[config.mk]
export PLATFORM = sky130hd
export DESIGN_NAME = instr_fetch_seq
export DESIGN_NICKNAME = d
export VERILOG_FILES = /design/src/rtl/instr_fetch_seq.sv
export SDC_FILE = /design/constraint.sdc
export NUM_CORES = 1
export LEC_CHECK = 0
export CAP_MARGIN = 20
export CORE_ASPECT_RATIO = 1.2
export CORE_MARGIN = 2
export CORE_UTILIZATION = 32
export DETAILED_ROUTE_END_ITERATION = 16
export GPL_ROUTABILITY_DRIVEN = 0
export SYNTH_ARGS = -nofsm -noshare
export SYNTH_HDL_FRONTEND = slang
export SYNTH_SLANG_ARGS = --single-unit
[constraint.sdc]
create_clock -name clk -period 4.03 [get_ports clk]
set_clock_uncertainty 0.05 [all_clocks]
set_input_delay 0.806 -clock clk [delete_from_list [all_inputs] [get_ports clk]]
set_output_delay 0.806 -clock clk [all_outputs]
set_load 0.01 [all_outputs]
[src/rtl/instr_fetch_seq.sv]
// instr_fetch_seq: instruction fetch/issue sequencer for the 9-bit mv/mvi/add/sub
// processor. Owns the program counter. Reads instruction words (and the mvi
// immediate) from program memory. Hands each instruction to the control unit
// with a one-cycle Run pulse, then waits for Done before advancing.
module instr_fetch_seq #(
  parameter int unsigned       ADDR_W   = 7,
  parameter logic [ADDR_W-1:0] RESET_PC = '0,
  parameter logic [2:0]        OPC_MVI  = 3'd1,
  parameter logic [2:0]        OPC_HALT = 3'd7,
  parameter int unsigned       TIMEOUT  = 16
) (
  input  logic              clk,
  input  logic              Resetn,
  input  logic              Start,
  input  logic              Stop,
  input  logic              PcLoad,
  input  logic [ADDR_W-1:0] PcIn,
  output logic              mem_rd,
  output logic [ADDR_W-1:0] mem_addr,
  input  logic              mem_ack,
  input  logic [8:0]        mem_rdata,
  output logic [8:0]        IR,
  output logic              IR_load,
  output logic [8:0]        DIN,
  output logic              Run,
  input  logic              Done,
  output logic              Busy,
  output logic              Halted,
  output logic              Fault,
  output logic [ADDR_W-1:0] pc
);

  localparam int CNT_W = (TIMEOUT > 2) ? $clog2(TIMEOUT) : 1;

  typedef enum logic [2:0] {
    S_IDLE,
    S_FETCH,
    S_DECODE,
    S_FETCH_IMM,
    S_ISSUE,
    S_WAIT_DONE,
    S_HALTED,
    S_FAULT
  } state_t;

  state_t            state_q, state_d;
  logic [ADDR_W-1:0] pc_q, pc_d;
  logic [8:0]        ir_q, ir_d;
  logic [8:0]        din_q, din_d;
  logic [CNT_W-1:0]  cnt_q, cnt_d;
  logic              mem_rd_q, mem_rd_d;
  logic [ADDR_W-1:0] mem_addr_q, mem_addr_d;
  logic              ir_load_q, ir_load_d;
  logic              run_q, run_d;
  logic              busy_q, busy_d;
  logic              halted_q, halted_d;
  logic              fault_q, fault_d;
  logic [ADDR_W-1:0] pc_step;

  // Next-state, datapath and registered-output decode; outputs follow the next state
  always_comb begin
    state_d = state_q;
    pc_d    = pc_q;
    ir_d    = ir_q;
    din_d   = din_q;
    cnt_d   = cnt_q;
    pc_step = (ir_q[8:6] == OPC_MVI) ? ADDR_W'(2) : ADDR_W'(1);

    case (state_q)
      S_IDLE: begin
        if (PcLoad) begin
          pc_d = PcIn;
        end else if (Start && !Stop) begin
          state_d = S_FETCH;
        end
      end
      S_FETCH: begin
        if (mem_ack) begin
          ir_d    = mem_rdata;
          state_d = S_DECODE;
        end
      end
      S_DECODE: begin
        if (ir_q[8:6] == OPC_HALT) begin
          state_d = S_HALTED;
        end else if (ir_q[8:6] == OPC_MVI) begin
          state_d = S_FETCH_IMM;
        end else begin
          state_d = S_ISSUE;
        end
      end
      S_FETCH_IMM: begin
        if (mem_ack) begin
          din_d   = mem_rdata;
          state_d = S_ISSUE;
        end
      end
      S_ISSUE: begin
        cnt_d   = '0;
        state_d = S_WAIT_DONE;
      end
      S_WAIT_DONE: begin
        if (Done) begin
          pc_d    = pc_q + pc_step;
          state_d = Stop ? S_IDLE : S_FETCH;
        end else if (cnt_q == CNT_W'(TIMEOUT - 1)) begin
          state_d = S_FAULT;
        end else begin
          cnt_d = cnt_q + CNT_W'(1);
        end
      end
      S_HALTED, S_FAULT: begin
        if (PcLoad) begin
          pc_d    = PcIn;
          state_d = S_IDLE;
        end
      end
      default: state_d = S_IDLE;
    endcase

    mem_rd_d   = (state_d == S_FETCH) || (state_d == S_FETCH_IMM);
    mem_addr_d = '0;
    if (state_d == S_FETCH) begin
      mem_addr_d = pc_d;
    end else if (state_d == S_FETCH_IMM) begin
      mem_addr_d = pc_d + ADDR_W'(1);
    end
    ir_load_d = (state_d == S_DECODE);
    run_d     = (state_d == S_ISSUE);
    busy_d    = !((state_d == S_IDLE) || (state_d == S_HALTED) || (state_d == S_FAULT));
    halted_d  = (state_d == S_HALTED);
    fault_d   = (state_d == S_FAULT);
  end

  // State, datapath and output registers; reset abandons any fetch or instruction at once
  always_ff @(posedge clk or negedge Resetn) begin
    if (!Resetn) begin
      state_q    <= S_IDLE;
      pc_q       <= RESET_PC;
      ir_q       <= '0;
      din_q      <= '0;
      cnt_q      <= '0;
      mem_rd_q   <= 1'b0;
      mem_addr_q <= '0;
      ir_load_q  <= 1'b0;
      run_q      <= 1'b0;
      busy_q     <= 1'b0;
      halted_q   <= 1'b0;
      fault_q    <= 1'b0;
    end else begin
      state_q    <= state_d;
      pc_q       <= pc_d;
      ir_q       <= ir_d;
      din_q      <= din_d;
      cnt_q      <= cnt_d;
      mem_rd_q   <= mem_rd_d;
      mem_addr_q <= mem_addr_d;
      ir_load_q  <= ir_load_d;
      run_q      <= run_d;
      busy_q     <= busy_d;
      halted_q   <= halted_d;
      fault_q    <= fault_d;
    end
  end

  assign mem_rd   = mem_rd_q;
  assign mem_addr = mem_addr_q;
  assign IR       = ir_q;
  assign IR_load  = ir_load_q;
  assign DIN      = din_q;
  assign Run      = run_q;
  assign Busy     = busy_q;
  assign Halted   = halted_q;
  assign Fault    = fault_q;
  assign pc       = pc_q;

endmodule
==> qor.csv, run 1 <==
stage,metric,value,unit
min_path,worst hold path class,primary input to asynchronous set/reset pin,
clock_tree,clock-pin transition on the worst setup and hold timing paths,0.09,ns
sta,Final Hold Slack,0.4267,ns
setup_path,R2R Path End,mem_addr[6]$_DFF_PN0_,
setup_path,reg2reg start,IR[8]$_DFFE_PN0P_,
floorplan,Die Ht,97.85,um
yosys,syn_nets,242,
yosys,"FF+latch count, synth",45,
cells_and_area,ANT cells,0,
yosys,Compound-Gate Fraction of Synth Area,0.1321,
clock_tree,clk buf depth,2,
sta,Max-slew headroom,0.5706,
route,ANT nets after route,0,
yosys,Adder-Cell Fraction of Synth Area,0.02983,
floorplan,Top-Level Pins,61,
global_routing,pin count of the biggest net entering global routing,46,
power_and_ir_drop,maximum vdd drop,0.3635,mV
route,drt first pass iters,4,
clock_tree,CTS tree,built,
clock_tree,cts-stage hold buffer count,0,
setup_path,r2r worst-path depth,11,
clock_tree,CTS resizes,0,
power_and_ir_drop,PwrDens,735.7,nW/um^2
global_routing,all-layer global routing usage,0.1443,
floorplan,Die Footprint,8043,um^2
yosys,Synth async-reset ratio,1.000,
clock_tree,total clock buffers created by CTS,5,
yosys,"Avg Cell Area, Syn",10.97,um^2
sta,unrepaired setup endpoints after global routing,no,
sta,setup TNS,0,ns
yosys,Synth Area in Simple Gates,0.1902,
flow_run,Max Cap Viol,0,
setup_path,critical path endpoint category,flop,
global_routing,number of global-route vias before repair,1971,
route,WL per Instance,14.97,um
sta,fin crit share,0.7671,
yosys,main combinational cell family by area after synthesis,simple AND/OR/NAND/NOR gates,
placement,I/O Buffers,60,
power_and_ir_drop,P_leak,1.325,nW
floorplan,row count,34,
setup_path,CP max FO,9,
placement,Post-Place Cell Area,3012,um^2
cells_and_area,most frequent cells in the layout,"clkdlybuf4s50_1, dfrtp_1, mux2_2",
global_routing,total gr overflow,0,
floorplan,Die X,82.21,um
route,DR iter-0 viols,79,
setup_path,Most Frequent Cell on Critical Path,inv_1,
clock_tree,CTS Root Cell,clkbuf_8,
sta,final setup vio count,0,
clock_tree,worst-skew pair later-pin latency,0.30,ns
sta,final slew viol count,0,
yosys,xor/xnor share of the synthesized area,0.02611,
setup_path,CP cell instances,clkdlybuf4s50_1 -> inv_1 -> o21ba_2 -> o31ai_2 -> ha_1 -> inv_1 -> a31o_2 -> a211oi_2 -> a31oi_1 -> o21a_1,
sta,Fin. Hold Viols,0,
yosys,"EDFF count, synth",0,
cells_and_area,ratio of cells with drive above 1 in the final layout,0.1722,
cells_and_area,fin nets,300,
global_routing,first-pass GRT wire length,9.170,mm
clock_tree,CTS sink cnt,45,
setup_path,slowest cell on the critical path,clkdlybuf4s50_1,
sta,clock period minus worst slack,3.091,ns
yosys,"Top FF cell, synth",dfrtp_1,
yosys,Syn Inst Count,214,
cells_and_area,"commonest non-fill, non-tap cell in the layout",clkdlybuf4s50_1,
setup_path,crit path launch type,primary input,
yosys,"Seq/Total Area, Yosys",0.4795,
cells_and_area,Area growth syn-to-layout,33.24,%
setup_path,"Worst Path Class, Setup",primary input to flop,
status,status,"finished, final reports clean",
sta,worst slew pin tran,0.6441,ns
global_routing,antenna violations before repair,0,
placement,DP Wirelength,3.932,mm
cells_and_area,design area,3129,um^2
yosys,Ys Warns,0,
floorplan,Initial Util,0.3267,
setup_path,Crit path largest cell delay,0.63,ns
yosys,multiplexer area fraction after synthesis,0.09483,
setup_path,"setup slack, reg-to-reg",0.94,ns
route,Via density,5.055,
route,Post-Route WL,5.435,mm
yosys,Cell variety after synth,59,
floorplan,Core Region,7189,um^2
route,vias after detailed routing,1835,
clock_tree,# H-tree levels,2,
setup_path,Crit path required time,4.17,ns
yosys,"Cell Area, Synth",2349,um^2
route,Remaining DRCs,0,
sta,max frequency,0.3235,GHz
setup_path,crit path DAT,3.24,ns
clock_tree,Setup Buffers After CTS,0,
==> worst max-delay path: cells and delay by family <==
kind	cells	cell delay (ns)
AO/OA/AOI/OAI	6	1.41
adder cells (fa/ha/maj)	1	0.23
buffers and inverters	3	0.79
==> worst max-delay path by stage <==
| stage | from | end | slack (ns) | cells past startpoint |
|---|---|---|---|---|
| final | PcLoad | mem_addr[6]$_DFF_PN0_ | 0.94 | 10 |
| after global routing | IR[8]$_DFFE_PN0P_ | mem_addr[6]$_DFF_PN0_ | 0.71 | 11 |
| after CTS | IR[8]$_DFFE_PN0P_ | mem_addr[6]$_DFF_PN0_ | 0.92 | 11 |
| after detailed placement | PcLoad | mem_addr[6]$_DFF_PN0_ | 0.61 | 10 |
| after global placement | PcLoad | mem_addr[6]$_DFF_PN0_ | 0.70 | 10 |
| after floorplan | IR[8]$_DFFE_PN0P_ | mem_addr[6]$_DFF_PN0_ | 1.14 | 11 |
==> layer usage <==
metal  GRT usage  vias up  routed length (um)
met5           0        -                   0
met4     0.03974        0                  63
met3     0.06100        7                 469
met2      0.2252       61                2596
met1      0.1811      888                2305
li1            -      879                   -
==> through the flow <==
stage	total power, mW	utilization	cells	worst slack, ns
floorplan	1.526	-	214	1.145
global placement	2.019	0.4189	354	0.6994
detailed placement	2.023	0.4189	354	0.6117
CTS	2.326	0.4314	362	0.9215
global route	2.484	0.4353	363	0.7074
finish	2.302	0.4353	363	0.9385
==> flip-flops by register name (all words and copies together), names as in the netlist <==
name / cells
DIN: 9
Busy: 1
mem_addr: 7
Run: 1
Fault: 1
pc: 7
state_q: 3
cnt_q: 4
IR: 9
IR_load: 1
mem_rd: 1
Halted: 1
==> cell type report <==
cell class / count / area (um^2)
fillers: 723 / 4060
flip-flops and latches: 45 / 1126
multi-input cells: 144 / 1117
repair buffers: 62 / 630.6
well taps: 90 / 112.6
clock buffers: 5 / 68.82
inverters: 14 / 52.55
clock inverters: 3 / 21.27
==> synthesized netlist by cell type (5+ instances only) <==
library cell / number / area, um^2
xnor2_1: 5 / 43.79
nand3_1: 8 / 40.04
buf_2: 8 / 40.04
nand4_1: 5 / 31.28
o21ai_0: 5 / 25.02
inv_1: 12 / 45.04
nand2_1: 11 / 41.29
nor2b_1: 5 / 31.28
dfrtp_1: 45 / 1126
nor2_1: 11 / 41.29
mux2_2: 18 / 202.7
a21oi_1: 10 / 50.05
==> power by group <==
part	internal, mW	switching [mW]
registers	0.636	0.187
clock network	0.123	0.167
logic	0.638	0.550
==> cell families after synthesis <==
family | count (synthesis)
xor gates and xnor gates | 7
and+or+nand+nor | 71
buffers and inverters | 25
DFF | 45
adders and majority gates | 5
AOI/OAI and AO/OA | 41
muxes | 20
Power figures use the tool's default switching activity.
==> inputs of run 2 (changes only) <==
clock period = 2.87 ns   (was 4.03 ns; I/O delays follow)
==> qor.csv, run 2 (same netlist as run 1, synthesis figures left out) <==
stage,metric,value,unit
sta,unrepaired setup endpoints after global routing,yes,
route,Post-Route WL,5.922,mm
global_routing,total gr overflow,0,
sta,clock period minus worst slack,2.780,ns
global_routing,first-pass GRT wire length,9.777,mm
cells_and_area,fillers,682,
setup_path,slowest cell on the critical path,fa_2,
global_routing,all-layer global routing usage,0.1571,
clock_tree,total clock buffers created by CTS,5,
floorplan,Die Footprint,8043,um^2
route,WL per Instance,15.38,um
floorplan,Initial Util,0.3267,
floorplan,Top-Level Pins,61,
placement,worst slack at placement,-0.05586,ns
cells_and_area,most frequent cells in the layout,"clkdlybuf4s50_1, dfrtp_1, buf_4",
setup_path,Crit path required time,3.02,ns
min_path,worst hold path class,primary input to asynchronous set/reset pin,
clock_tree,CTS Root Cell,clkbuf_8,
status,status,"finished, final reports clean",
setup_path,critical path endpoint category,flop,
floorplan,Die X,82.21,um
global_routing,number of global-route vias before repair,2025,
setup_path,"delay-heaviest family, CP",adder cells,
setup_path,Buffers & Inverters on Critical Path,1,
sta,Fin. Hold Viols,0,
sta,setup TNS,0,ns
clock_tree,worst-skew pair later-pin latency,0.30,ns
sta,Max-slew headroom,0.5942,
power_and_ir_drop,P_leak,1.434,nW
setup_path,crit path launch type,flop,
power_and_ir_drop,maximum vdd drop,0.5294,mV
cells_and_area,Area growth syn-to-layout,41.98,%
placement,I/O Buffers,60,
sta,worst slew pin tran,0.6087,ns
global_routing,pin count of the biggest net entering global routing,27,
route,Via density,5.055,
cells_and_area,ratio of cells with drive above 1 in the final layout,0.2508,
power_and_ir_drop,PwrDens,1076,nW/um^2
route,DR iter-0 viols,45,
setup_path,CP cell instances,or3b_4 -> ha_4 -> fa_2 -> nand2_2 -> o211ai_1 -> ha_2 -> inv_2 -> a31o_4 -> a211oi_4 -> a31oi_1 -> o21a_1,
floorplan,row count,34,
clock_tree,CTS tree,built,
sta,max frequency,0.3597,GHz
cells_and_area,Final Instance Count excl. Fillers,385,
sta,fin crit share,0.9686,
setup_path,CP max FO,3,
flow_run,Max Cap Viol,0,
setup_path,Crit path largest cell delay,0.54,ns
cells_and_area,design area,3334,um^2
cells_and_area,fin nets,322,
placement,DP Cell Count,376,
clock_tree,clk buf depth,2,
floorplan,Core Region,7189,um^2
floorplan,Die Ht,97.85,um
sta,Worst Slack Setup Final,0.09012,ns
clock_tree,CTS sink cnt,45,
sta,final setup vio count,0,
placement,DP Wirelength,4.527,mm
clock_tree,cts-stage hold buffer count,0,
cells_and_area,"commonest non-fill, non-tap cell in the layout",clkdlybuf4s50_1,
sta,final slew viol count,0,
global_routing,antenna violations before repair,0,
power_and_ir_drop,total power,3.589,mW
clock_tree,clock-pin transition on the worst setup and hold timing paths,0.09,ns
clock_tree,# H-tree levels,2,
cells_and_area,ANT cells,0,
route,Remaining DRCs,0,
route,vias after detailed routing,1946,
route,drt first pass iters,4,
setup_path,"Worst Path Class, Setup",flop to flop,
placement,Post-Place Cell Area,3194,um^2
route,ANT nets after route,0,
setup_path,crit path DAT,2.93,ns
## run 2: cell count changes in the layout (fill, tap and decap cells not counted), sizes merged
cell	before	now
clkinvlp	1	0
buf	3	25
bufinv	0	1
clkbuf	5	6
inv	15	14
## run 2: cell type report
cell class,count,area (um^2),share of cell area
Clock inverter,2,38.79,0.01163
Clock buffer,6,72.57,0.02176
Timing Repair Buffer,84,775.7,0.2326
Tap cell,90,112.6,0.03377
Multi-Input combinational cell,144,1156,0.3467
Inverter,14,52.55,0.01576
Sequential cell,45,1126,0.3377
## run 2: stage by stage
stage / hold slack, ns / utilization
floorplan: 0.2284 / -
global placement: 0.4383 / 0.4443
detailed placement: 0.4418 / 0.4443
CTS: 0.1668 / 0.4598
global route: 0.1827 / 0.4638
finish: 0.1588 / 0.4638
## run 2: worst paths after layout
check,start,end,slack (ns),depth (start not counted)
setup / recovery,IR[8]$_DFFE_PN0P_,mem_addr[6]$_DFF_PN0_,0.09,11
hold / removal,Resetn,cnt_q[1]$_DFFE_PN0P_,0.16,1
setup reg to reg,IR[8]$_DFFE_PN0P_,mem_addr[6]$_DFF_PN0_,0.09,11
hold reg to reg,IR[1]$_DFFE_PN0P_,IR[1]$_DFFE_PN0P_,0.46,1
max in group asynchronous,Resetn,IR[2]$_DFFE_PN0P_,1.90,2
min in group clk,IR[1]$_DFFE_PN0P_,IR[1]$_DFFE_PN0P_,0.46,1
## run 2: per-layer routing
metal	part of all wire	wire length, um	global-route usage
met1	0.41	2425	0.1822
met2	0.49	2893	0.2661
met3	0.077	457	0.05176
met4	0.024	145	0.05385
met5	0	0	0
## run 2: where the power goes
| group | total (mW) | internal (mW) | switching, mW | leakage [nW] |
|---|---|---|---|---|
| logic | 1.97 | 1.08 | 0.891 | 0.811 |
| registers | 1.14 | 0.893 | 0.245 | 0.568 |
| clock network | 0.483 | 0.262 | 0.222 | 0.0554 |
## run 2: repair_timing
action / 4_1_cts / 5_1_grt
endpoints found under the setup margin: 0 / 3
buffers inserted: 0 / 1
gates resized for setup: 0 / 5
==> inputs of run 3 (changes only) <==
PLACE_DENSITY_LB_ADDON = 0.1   (was unset)
==> qor.csv, run 3 (same netlist as run 1, synthesis figures left out) <==
stage,metric,value,unit
clock_tree,clock-pin transition on the worst setup and hold timing paths,0.09,ns
setup_path,critical path endpoint category,flop,
floorplan,Core Region,7189,um^2
clock_tree,CTS sink cnt,45,
setup_path,"Worst Path Class, Setup",flop to flop,
cells_and_area,final core utilization,0.4704,
route,WL per Instance,15.26,um
power_and_ir_drop,Internal Power,2.292,mW
power_and_ir_drop,PwrDens,1083,nW/um^2
route,drt first pass iters,4,
power_and_ir_drop,Sw Ratio,0.3744,
global_routing,number of global-route vias before repair,2054,
global_routing,all-layer global routing usage,0.1563,
floorplan,Top-Level Pins,61,
floorplan,Die Footprint,8043,um^2
cells_and_area,design area,3382,um^2
setup_path,slowest cell on the critical path,or4_1,
setup_path,CP cell instances,or3b_4 -> buf_4 -> inv_1 -> fa_1 -> nand2_1 -> or4_4 -> o211ai_2 -> inv_2 -> or4_1 -> a21oi_1,
clock_tree,clk buf depth,2,
cells_and_area,most frequent cells in the layout,"clkdlybuf4s50_1, dfrtp_1, buf_4",
cells_and_area,Area growth syn-to-layout,44.01,%
placement,DP Wirelength,4.630,mm
power_and_ir_drop,Comb power frac,0.560,
setup_path,Crit path required time,3.04,ns
power_and_ir_drop,total power,3.663,mW
floorplan,Die X,82.21,um
power_and_ir_drop,Flop pwr share,0.310,
cells_and_area,ratio of cells with drive above 1 in the final layout,0.2658,
clock_tree,# H-tree levels,2,
cells_and_area,fillers,704,
setup_path,Crit path largest cell delay,0.52,ns
floorplan,row count,34,
setup_path,crit path DAT,2.98,ns
placement,I/O Buffers,60,
flow_run,Max Cap Viol,0,
route,DR iter-0 viols,56,
route,ANT nets after route,0,
power_and_ir_drop,P_sw,1.372,mW
sta,final slew viol count,0,
global_routing,first-pass GRT wire length,9.715,mm
sta,unrepaired setup endpoints after global routing,yes,
clock_tree,CTS tree,built,
floorplan,Initial Util,0.3267,
global_routing,antenna violations before repair,0,
route,vias after detailed routing,1959,
placement,Post-Place Cell Area,3239,um^2
min_path,worst hold path class,primary input to asynchronous set/reset pin,
status,status,"finished, final reports clean",
cells_and_area,"commonest non-fill, non-tap cell in the layout",clkdlybuf4s50_1,
setup_path,CP max FO,4,
power_and_ir_drop,P_leak,1.465,nW
setup_path,"setup slack, reg-to-reg",0.06,ns
global_routing,total gr overflow,0,
clock_tree,total clock buffers created by CTS,5,
setup_path,r2r worst-path depth,10,
setup_path,crit path launch type,flop,
sta,max frequency,0.3565,GHz
setup_path,reg2reg start,IR[7]$_DFFE_PN0P_,
global_routing,pin count of the biggest net entering global routing,34,
clock_tree,CTS Root Cell,clkbuf_8,
sta,Max-slew headroom,0.6138,
sta,Fin. Hold Viols,0,
clock_tree,worst-skew pair later-pin latency,0.29,ns
route,Via density,5.010,
route,Post-Route WL,5.965,mm
route,Remaining DRCs,0,
sta,final setup vio count,0,
power_and_ir_drop,clock network fraction of total power,0.130,
setup_path,R2R Path End,mem_addr[5]$_DFF_PN0_,
cells_and_area,ANT cells,0,
sta,clock period minus worst slack,2.805,ns
sta,fin crit share,0.9774,
sta,worst slew pin tran,0.5793,ns
power_and_ir_drop,maximum vdd drop,0.6769,mV
floorplan,Die Ht,97.85,um
cells_and_area,fin nets,328,
## run 3: cell count changes in the layout (fill, tap and decap cells not counted)
| cell | before | now |
|---|---|---|
| buf_4 | 24 | 30 |
| a21oi_1 | 10 | 9 |
| a21oi_2 | 0 | 1 |
| fa_1 | 0 | 1 |
| fa_2 | 1 | 0 |
| nand2_1 | 10 | 11 |
| nand2_2 | 2 | 1 |
| or4_1 | 2 | 1 |
| or4_4 | 0 | 1 |
## run 3: worst max-delay path by stage
stage                           start                     to  slack (ns)
floorplan           IR[7]$_DFFE_PN0P_  mem_addr[6]$_DFF_PN0_        0.01
global placement               PcLoad  mem_addr[6]$_DFF_PN0_       -0.01
detailed placement             PcLoad  mem_addr[6]$_DFF_PN0_       -0.05
CTS                 IR[7]$_DFFE_PN0P_  mem_addr[6]$_DFF_PN0_       0.002
global route        IR[7]$_DFFE_PN0P_  mem_addr[5]$_DFF_PN0_       -0.04
finish              IR[7]$_DFFE_PN0P_  mem_addr[5]$_DFF_PN0_        0.06
## run 3: power by group through the flow
stage,Sequential [mW],Combinational (mW),Clock [mW]
2_1_floorplan,1.17,0.993,0
3_3_place_gp,1.15,2.03,0
3_5_place_dp,1.15,2.03,0
4_1_cts,1.14,2.05,0.492
5_1_grt,1.18,2.25,0.528
6_report,1.14,2.05,0.475
## run 3: final cells by class
type	instances	area, um^2	area share
sequential	45	1126	0.3330
clock buffer	6	72.57	0.02146
multi-input combinational	144	1159	0.3426
tap	90	112.6	0.03330
inverter	14	52.55	0.01554
timing repair buffer	90	820.8	0.2427
clock inverter	2	38.79	0.01147
## run 3: metrics by stage
step | setup TNS (ns) | hold WS (ns) | setup WS [ns] | cells
3_5_place_dp | -0.05887 | 0.4377 | -0.05095 | 382
6_report | 0 | 0.1072 | 0.06476 | 391
2_1_floorplan | 0 | 0.2284 | 0.01304 | 214
5_1_grt | -0.04751 | 0.1112 | -0.04080 | 391
4_1_cts | 0 | 0.1128 | 0.002227 | 390
3_3_place_gp | -0.01460 | 0.4375 | -0.01460 | 382
## run 3: critical path: cells and delay by family, from the launching register on
family / cells / cell delay (ns)
DFF: 1 / 0.39
AOI/OAI and AO/OA: 2 / 0.27
adders and majority gates: 1 / 0.21
buffers and inverters: 3 / 0.30
and+or+nand+nor: 4 / 1.52
## run 3: layer usage
layer	wire, um	vias to the layer above	share of wire	global-route usage
met5	0	-	0	0
met4	42	0	0.0070	0.02692
met3	315	4	0.053	0.03882
met2	3079	49	0.52	0.2742
met1	2527	964	0.42	0.1927
li1	-	942	-	-
## run 3: timing repair
item | in CTS | in global routing
hold buffers | 0 | 0
buffers inserted | 0 | 1
setup endpoints to repair | 0 | 3
gates resized for setup | 0 | 5
